File: src/rtl/ddr_app_arbiter.sv
// Round-robin arbiter sharing the MIG app_* interface between one read and one write client.
// Sequences commands and write data, and counts returned read beats to close each read burst.
module ddr_app_arbiter #(
    parameter int unsigned ADDR_W    = 27,
    parameter int unsigned DATA_W    = 128,
    parameter int unsigned LEN_W     = 16,
    parameter int unsigned ADDR_STEP = 8
) (
    input  logic              ui_clk_i,
    input  logic              sys_rst_n,
    input  logic              calib_done_i,

    input  logic              rd_req_i,
    input  logic [ADDR_W-1:0] rd_addr_i,
    input  logic [LEN_W-1:0]  rd_len_i,
    output logic              rd_grant_o,
    output logic              rd_done_o,

    input  logic              wr_req_i,
    input  logic [ADDR_W-1:0] wr_addr_i,
    input  logic [LEN_W-1:0]  wr_len_i,
    input  logic [DATA_W-1:0] wr_data_i,
    output logic              wr_data_ack_o,
    output logic              wr_grant_o,
    output logic              wr_done_o,

    input  logic              app_rdy_i,
    input  logic              app_wdf_rdy_i,
    input  logic              app_rd_data_valid_i,
    output logic              app_en_o,
    output logic [2:0]        app_cmd_o,
    output logic [ADDR_W-1:0] app_addr_o,
    output logic [DATA_W-1:0] app_wdf_data_o,
    output logic              app_wdf_wren_o,
    output logic              app_wdf_end_o
);

    typedef enum logic [1:0] {StIdle, StWr, StRd, StDrain} state_e;

    state_e             state_q, state_d;
    logic               last_wr_q, last_wr_d;
    logic [ADDR_W-1:0]  addr_q, addr_d;
    logic [LEN_W-1:0]   len_q, len_d;
    logic [LEN_W-1:0]   cmd_left_q, cmd_left_d;
    logic [LEN_W-1:0]   data_left_q, data_left_d;
    logic [LEN_W-1:0]   rd_ret_q, rd_ret_d;

    assign app_wdf_data_o = wr_data_i;
    assign app_addr_o     = addr_q;

    always_ff @(posedge ui_clk_i or negedge sys_rst_n) begin
        if (!sys_rst_n) begin
            state_q     <= StIdle;
            last_wr_q   <= 1'b1;
            addr_q      <= '0;
            len_q       <= '0;
            cmd_left_q  <= '0;
            data_left_q <= '0;
            rd_ret_q    <= '0;
        end else begin
            state_q     <= state_d;
            last_wr_q   <= last_wr_d;
            addr_q      <= addr_d;
            len_q       <= len_d;
            cmd_left_q  <= cmd_left_d;
            data_left_q <= data_left_d;
            rd_ret_q    <= rd_ret_d;
        end
    end

    always_comb begin
        state_d        = state_q;
        last_wr_d      = last_wr_q;
        addr_d         = addr_q;
        len_d          = len_q;
        cmd_left_d     = cmd_left_q;
        data_left_d    = data_left_q;
        rd_ret_d       = rd_ret_q;
        rd_grant_o     = 1'b0;
        rd_done_o      = 1'b0;
        wr_grant_o     = 1'b0;
        wr_done_o      = 1'b0;
        wr_data_ack_o  = 1'b0;
        app_en_o       = 1'b0;
        app_cmd_o      = 3'b000;
        app_wdf_wren_o = 1'b0;
        app_wdf_end_o  = 1'b0;

        unique case (state_q)
            StIdle: begin
                if (calib_done_i) begin
                    // On a tie the client that was not served last wins.
                    if (rd_req_i && (!wr_req_i || last_wr_q)) begin
                        state_d     = StRd;
                        addr_d      = rd_addr_i;
                        len_d       = rd_len_i;
                        cmd_left_d  = rd_len_i;
                        data_left_d = '0;
                        rd_ret_d    = '0;
                    end else if (wr_req_i) begin
                        state_d     = StWr;
                        addr_d      = wr_addr_i;
                        len_d       = wr_len_i;
                        cmd_left_d  = wr_len_i;
                        data_left_d = wr_len_i;
                        rd_ret_d    = '0;
                    end
                end
            end

            StWr: begin
                wr_grant_o     = 1'b1;
                app_en_o       = (cmd_left_q != '0);
                app_wdf_wren_o = (data_left_q != '0);
                app_wdf_end_o  = app_wdf_wren_o;
                if (app_en_o && app_rdy_i) begin
                    addr_d     = addr_q + ADDR_W'(ADDR_STEP);
                    cmd_left_d = cmd_left_q - LEN_W'(1);
                end
                if (app_wdf_wren_o && app_wdf_rdy_i) begin
                    wr_data_ack_o = 1'b1;
                    data_left_d   = data_left_q - LEN_W'(1);
                end
                if (cmd_left_q == '0 && data_left_q == '0) begin
                    wr_done_o = 1'b1;
                    state_d   = StIdle;
                    last_wr_d = 1'b1;
                end
            end

            StRd, StDrain: begin
                rd_grant_o = 1'b1;
                if (state_q == StRd) begin
                    app_cmd_o = 3'b001;
                    app_en_o  = (cmd_left_q != '0);
                    if (app_en_o && app_rdy_i) begin
                        addr_d     = addr_q + ADDR_W'(ADDR_STEP);
                        cmd_left_d = cmd_left_q - LEN_W'(1);
                    end
                    if (cmd_left_d == '0) begin
                        state_d = StDrain;
                    end
                end
                // Beats may return while commands are still being issued.
                if (app_rd_data_valid_i && rd_ret_q != len_q) begin
                    rd_ret_d = rd_ret_q + LEN_W'(1);
                end
                if (cmd_left_q == '0 && rd_ret_q == len_q) begin
                    rd_done_o = 1'b1;
                    state_d   = StIdle;
                    last_wr_d = 1'b0;
                end
            end

            default: state_d = StIdle;
        endcase
    end

endmodule

File: config.mk
export PLATFORM = sky130hd
export DESIGN_NAME = ddr_app_arbiter
export DESIGN_NICKNAME = d
export VERILOG_FILES = /design/src/rtl/ddr_app_arbiter.sv
export SDC_FILE = /design/constraint.sdc
export NUM_CORES = 1
export LEC_CHECK = 0
export CORE_AREA = 2 2 150 152
export DETAILED_ROUTE_END_ITERATION = 12
export DIE_AREA = 0 0 152 154
export DONT_BUFFER_PORTS = 1
export PLACE_DENSITY_LB_ADDON = 0.2
export SLEW_MARGIN = 20
export SYNTH_ARGS = -nofsm -noshare
export SYNTH_HDL_FRONTEND = slang
export SYNTH_SLANG_ARGS = --single-unit
File: constraint.sdc
create_clock -name ui_clk_i -period 3.2 [get_ports ui_clk_i]
set_input_delay 0.48 -clock ui_clk_i [delete_from_list [all_inputs] [get_ports ui_clk_i]]
set_output_delay 0.48 -clock ui_clk_i [all_outputs]
set_load 0.02 [all_outputs]
Word level (Yosys, flattened, before mapping)
Cells that the tools add are included.
{"block": "word_totals", "ff_bits": 94}
{"block": "op_classes", "n_reduce_logical": 25, "add_sub_neg": 4, "eq_ne": 14, "muxes": 47}
{"cell": "two-way mux 16 bit", "n": 14}
{"cell": "two-way mux 27 bit", "n": 5}
{"cell": "case mux 27 bit (3 select lines)", "n": 1}
{"cell": "case mux 16 bit (2 select lines)", "n": 2}
{"cell": "zero test 16 bit", "n": 3}
{"cell": "case mux 16 bit (3 select lines)", "n": 1}
{"cell": "nonzero test 16 bit", "n": 2}
{"cell": "subtractor 16 x 1 -> 16 bit, second input constant", "n": 2}
{"cell": "adder 27 x 4 -> 27 bit, second input constant", "n": 1}
{"cell": "adder 16 x 1 -> 16 bit, second input constant", "n": 1}
{"cell": "equality test 16 bit", "n": 1}
{"cell": "inequality test 16 bit", "n": 1}
{"cell": "two-way mux 1 bit", "n": 14}
{"cell": "two-way mux 2 bit", "n": 7}
{"cell": "inequality test 2 bit, second input constant", "n": 6}
{"cell": "inequality test 3 bit, second input constant", "n": 3}
{"cell": "AND reduction 3 bit", "n": 3}
{"cell": "AND reduction 4 bit", "n": 2}
{"cell": "nonzero test 2 bit", "n": 4}
{"cell": "logical AND 1 bit", "n": 6}
{"cell": "case mux 2 bit (3 select lines)", "n": 1}
{"cell": "AND reduction 5 bit", "n": 1}
{"cell": "equality test 2 bit, second input constant", "n": 2}
{"cell": "case mux 1 bit (2 select lines)", "n": 2}
{"cell": "5 further kinds", "n": 5}

Longest topological paths before layout
{"block": "depth", "word_depth": 10, "depth_mapped": 10}

Least setup slack after synthesis
OpenSTA, ideal clock, no wires.
{"block": "synth_path", "path_kind": "reg2out", "startpoint": "register data_left_q[0]", "endpoint": "output port wr_done_o", "stages_incl_launch_ff": 8, "setup_slack_ps": 113, "arrival_time_ps": 2607, "n_path_buf": 1, "required_time_ps": 2720, "path_cell_list": "dfrtp_1 inv_1 ha_1 or4b_4 or3_1 buf_2 or4b_4 nor3_1"}
{"block": "synth_via", "elab_chain_len": 4}
{"item": "start: declaration", "line": "45", "rtl": "logic [LEN_W-1:0] data_left_q, data_left_d;"}
{"item": "start signal: assignment", "line": "66", "rtl": "data_left_q <= data_left_d;"}
{"item": "zero test 16 bit", "line": "124", "rtl": "if (cmd_left_q == '0 && data_left_q == '0) begin"}
{"item": "logical AND 1 bit", "line": "124"}
{"item": "two-way mux 1 bit", "line": "124"}
{"item": "two-way mux 1 bit", "line": "89", "rtl": "unique case (state_q)"}
{"item": "end: declaration", "line": "25", "rtl": "output logic wr_done_o,"}
Every way passes these cells.

Worst setup path in the final report
{"block": "layout_path", "startpoint": "register data_left_q[0]", "endpoint": "output port wr_data_ack_o"}
{"block": "layout_via", "elab_chain_len": 4}
{"item": "nonzero test 16 bit", "line": "114", "rtl": "app_wdf_wren_o = (data_left_q != '0);"}
{"item": "logical AND 1 bit", "line": "120", "rtl": "if (app_wdf_wren_o && app_wdf_rdy_i) begin"}
{"item": "two-way mux 1 bit", "line": "120"}
{"item": "two-way mux 1 bit", "line": "89"}
{"item": "end: declaration", "line": "23", "rtl": "output logic wr_data_ack_o,"}
Every way passes these cells.

==> load_flow_metrics.sql <==
INSERT INTO impl_metrics (metric_group, metric, value, unit) VALUES
('yosys', 'mappedNetlistArea', '7060', 'sq um'),
('floorplanning', 'dieHeight', '154', 'um'),
('timing', 'maxSlewHeadroom', '49.5', '%'),
('pwr', 'static-leakage-power', '2.81', 'nW'),
('pwr', 'peakVddDrop', '0.250', 'mV'),
('hold_path', 'hold_path.class', 'in2async', ''),
('yosys', 'synth.ff_latch_count', '94', ''),
('timing', 'final.setup.tns', '0', 'ns'),
('yosys', 'synth-edff-count', '0', ''),
('yosys', 'yosysSeqAreaShare', '33.3', '%'),
('placement', 'detailedPlace.worstSlack', '0.306', 'ns'),
('timing', 'report.final.hold_viol_count', '0', ''),
('yosys', 'combinational_family_with_the_most_area_after_synthesis', 'simple AND/OR/NAND/NOR gates', ''),
('critical_path', 'criticalPathCategory', 'reg2out', ''),
('yosys', 'synthesis.area_per_instance', '7.74', 'sq um'),
('clock_network', 'clock_sink_count', '94', ''),
('grt', 'grt_remaining_overflow', '0', ''),
('timing', 'timing_max_transition_violations_final', '0', ''),
('critical_path', 'crit_slowest_cell', 'sky130_fd_sc_hd__or4b_4', ''),
('status', 'result_of_the_run', 'finished clean', ''),
('floorplanning', 'initial_utilization', '32.6', '%'),
('critical_path', 'critPathArrivalTime', '2.65', 'ns'),
('critical_path', 'critPathRequiredTime', '2.72', 'ns'),
('pwr', 'power-per-cell-area', '400', 'nW/um^2'),
('finish', 'num_antenna_cells', '0', ''),
('yosys', 'yosys_warnings', '0', ''),
('timing', 'finalWorstPathRequiredPeriod', '3.13', 'ns'),
('yosys', 'synthFlopType', 'sky130_fd_sc_hd__dfrtp_1', ''),
('placement', 'dpl-instance-area', '6470', 'sq um'),
('yosys', 'post_synthesis_adder_cell_area_fraction', '0.708', '%'),
('grt', 'antenna_violations_before_repair', '0', ''),
('floorplanning', 'placement_rows', '54', ''),
('critical_path', 'timing.critical_path.fanout_max', '4', ''),
('grt', 'grt_max_degree', '95', ''),
('finish', 'nNetsFinal', '994', ''),
('critical_path', 'timing.critical_path.cells', 'inv_1 > ha_4 > or4b_4 > or3_4 > or4b_4 > and3_2', ''),
('yosys', 'synth.top_cell.area_share', '32.9', '%'),
('yosys', 'postSynth.asyncResetShare', '100', '%'),
('critical_path', 'critPathMostFrequentCell', 'sky130_fd_sc_hd__or4b_4', ''),
('clock_network', 'cts-buffers-inserted', '9', ''),
('timing', 'setup_viol_count_final', '0', ''),
('timing', 'fin_crit_sh', '97.7', '%'),
('pwr', 'power.total', '2.73', 'mW'),
('yosys', 'synthMuxAreaShare', '1.86', '%'),
('placement', 'port_buffers', '0', ''),
('finish', 'finish.instance_area', '6830', 'sq um'),
('grt', 'first_global_vias', '5663', ''),
('timing', 'setup_slack', '0.0739', 'ns'),
('floorplanning', 'placeableCoreArea', '21700', 'sq um'),
('floorplanning', 'floorplan.io_pins', '388', ''),
('routing', 'route.vias.total', '5881', ''),
('routing', 'detail_route.wl_per_cell', '20.8', 'um'),
('timing', 'max_clock_freq', '320', 'MHz'),
('critical_path', 'setup.worst_path.end_class', 'output pin', ''),
('clock_network', 'clkLatencyLatePin', '0.35', 'ns'),
('run', 'cap_viol_max_count', '0', ''),
('routing', 'vias_per_cell', '5.58', ''),
('critical_path', 'cp_slowest_stage_delay', '0.52', 'ns'),
('routing', 'drt_pre_antenna_iters', '5', ''),
('finish', 'final_layout_size_suffix_gt1_share', '9.18', '%'),
('clock_network', 'path_clk_slew', '0.08', 'ns'),
('routing', 'initial_drc_count', '340', ''),
('yosys', 'syn-instance-count', '913', ''),
('routing', 'routed_wl', '21900', 'um'),
('placement', 'dp_hpwl', '16100', 'um'),
('finish', 'stdcell_count', '1053', ''),
('routing', 'final_antenna_net_count', '0', ''),
('yosys', 'netlist-cell-type-count', '61', ''),
('timing', 'skew', '0.0168', 'ns'),
('yosys', 'post_synth_and_or_nand_nor_area_fraction', '22.5', '%'),
('floorplanning', 'die_area', '23400', 'sq um');
## path summary, 6_finish.rpt
check	from	to	slack, ns	cells after the start
max	data_left_q[0]	wr_data_ack_o	0.07	6
min	sys_rst_n	rd_ret_q[3]	0.01	1
max reg2reg	data_left_q[0]	state_q[0]	0.21	10
min reg2reg	len_q[14]	len_q[14]	0.50	2
max in group asynchronous	sys_rst_n	state_q[1]	2.72	1
min in group ui_clk_i	rd_addr_i[0]	app_addr_o[0]	0.27	2
## sequential cells by signal, indices dropped and copies added (netlist names)
signal / count
app_addr_o: 27
cmd_left_q: 16
data_left_q: 16
last_wr_q: 1
len_q: 16
rd_ret_q: 16
state_q: 2
## stage by stage
step / util, % / hold slack [ns]
after global routing: 31.5 / 0.0664
after detailed placement: 29.8 / 0.188
after global placement: 29.8 / 0.188
after floorplan: - / 0.184
final: 31.5 / 0.0124
after CTS: 31.3 / 0.0681
## cells in the final DEF (no fill, tap or decap), types with 5 or more instances in the layout
cell,netlist,layout
sky130_fd_sc_hd__a21oi_1,81,80
sky130_fd_sc_hd__o22ai_1,7,7
sky130_fd_sc_hd__nand4_1,17,17
sky130_fd_sc_hd__a22o_1,6,6
sky130_fd_sc_hd__o22a_1,11,11
sky130_fd_sc_hd__o31ai_1,7,7
sky130_fd_sc_hd__clkbuf_16,0,9
sky130_fd_sc_hd__buf_4,132,26
sky130_fd_sc_hd__nor3_1,16,14
sky130_fd_sc_hd__o21ai_0,64,64
sky130_fd_sc_hd__nand2_1,121,121
sky130_fd_sc_hd__nand2b_1,5,5
sky130_fd_sc_hd__inv_1,18,17
sky130_fd_sc_hd__dfrtp_1,93,93
sky130_fd_sc_hd__mux2i_1,12,12
sky130_fd_sc_hd__or4_1,9,9
sky130_fd_sc_hd__or3_1,15,13
sky130_fd_sc_hd__nor4_1,10,10
sky130_fd_sc_hd__a31oi_1,25,24
sky130_fd_sc_hd__xor2_1,18,18
sky130_fd_sc_hd__and3_1,8,7
sky130_fd_sc_hd__nand3_1,39,39
sky130_fd_sc_hd__nor2_1,72,70
## synthesized netlist by cell type, types with 4 or more instances
library cell                 n
sky130_fd_sc_hd__nand2b_1    5
sky130_fd_sc_hd__dfrtp_1    93
sky130_fd_sc_hd__buf_4     132
sky130_fd_sc_hd__or4_1       9
sky130_fd_sc_hd__a22o_1      6
sky130_fd_sc_hd__mux2i_1    12
sky130_fd_sc_hd__o21ai_0    64
sky130_fd_sc_hd__nor3_1     16
sky130_fd_sc_hd__a21oi_1    81
sky130_fd_sc_hd__o211ai_1    4
sky130_fd_sc_hd__and3_1      8
sky130_fd_sc_hd__nor2_1     72
sky130_fd_sc_hd__nand4b_1    4
sky130_fd_sc_hd__o22ai_1     7
sky130_fd_sc_hd__nand2_1   121
sky130_fd_sc_hd__and2_1      4
sky130_fd_sc_hd__clkbuf_1   47
sky130_fd_sc_hd__ha_1        4
sky130_fd_sc_hd__buf_1       4
sky130_fd_sc_hd__nand4_1    17
sky130_fd_sc_hd__nand3_1    39
sky130_fd_sc_hd__nor4_1     10
sky130_fd_sc_hd__o22a_1     11
sky130_fd_sc_hd__a21o_1      4
sky130_fd_sc_hd__or3_1      15
sky130_fd_sc_hd__a31oi_1    25
sky130_fd_sc_hd__xor2_1     18
sky130_fd_sc_hd__o21ai_1     5
sky130_fd_sc_hd__o31ai_1     7
sky130_fd_sc_hd__inv_1      18
## where the power goes
| part | switching (mW) | leakage [nW] | internal (mW) |
|---|---|---|---|
| clock network | 0.514 | 0.136 | 0.530 |
| logic | 0.176 | 1.45 | 0.125 |
| registers | 0.134 | 1.22 | 1.25 |
| total | 0.823 | 2.81 | 1.91 |
## layout make-up
| cell class | instances | area (sq um) |
|---|---|---|
| fill | 2376 | 14900 |
| multi-input combinational | 616 | 3520 |
| sequential | 94 | 2350 |
| tap | 280 | 350 |
| timing repair buffer | 29 | 263 |
| clock buffer | 9 | 225 |
| inverter | 18 | 67.6 |
| clock inverter | 7 | 48.8 |
## worst max-delay path: cells and delay by family, from the launching register on
| family | cells | cell delay (ns) |
|---|---|---|
| AND/OR/NAND/NOR | 4 | 1.62 |
| flip-flops | 1 | 0.37 |
| adder cells (fa/ha/maj) | 1 | 0.17 |
| buffers and inverters | 1 | 0.14 |
## cells by family (layout without fill, tap and decap cells)
family          Yosys count  after routing
simple gates            334            334
compound gates          245            245
buf+inv                 204             63
flops                    94             94
xor+xnor                 18             18
mux                      13             13
fa+ha+maj                 4              4
other cells               1              2
## repair_timing
action,CTS,global route
resized for setup,2,7
pin swaps,2,0
endpoints found under the setup margin,4,4
hold endpoints to repair,94,0
hold buffers,1,0
setup buffers,2,0
## layer usage
layer / global-route usage (%) / routed length, um / up-vias
li1: - / - / 2820
met4: 4.49 / 323 / 0
met3: 6.00 / 1790 / 30
met1: 23.3 / 9300 / 2770
met2: 30.5 / 10500 / 261
met5: 0 / 0 / -
No activity file was read; power rests on OpenSTA's default activity.
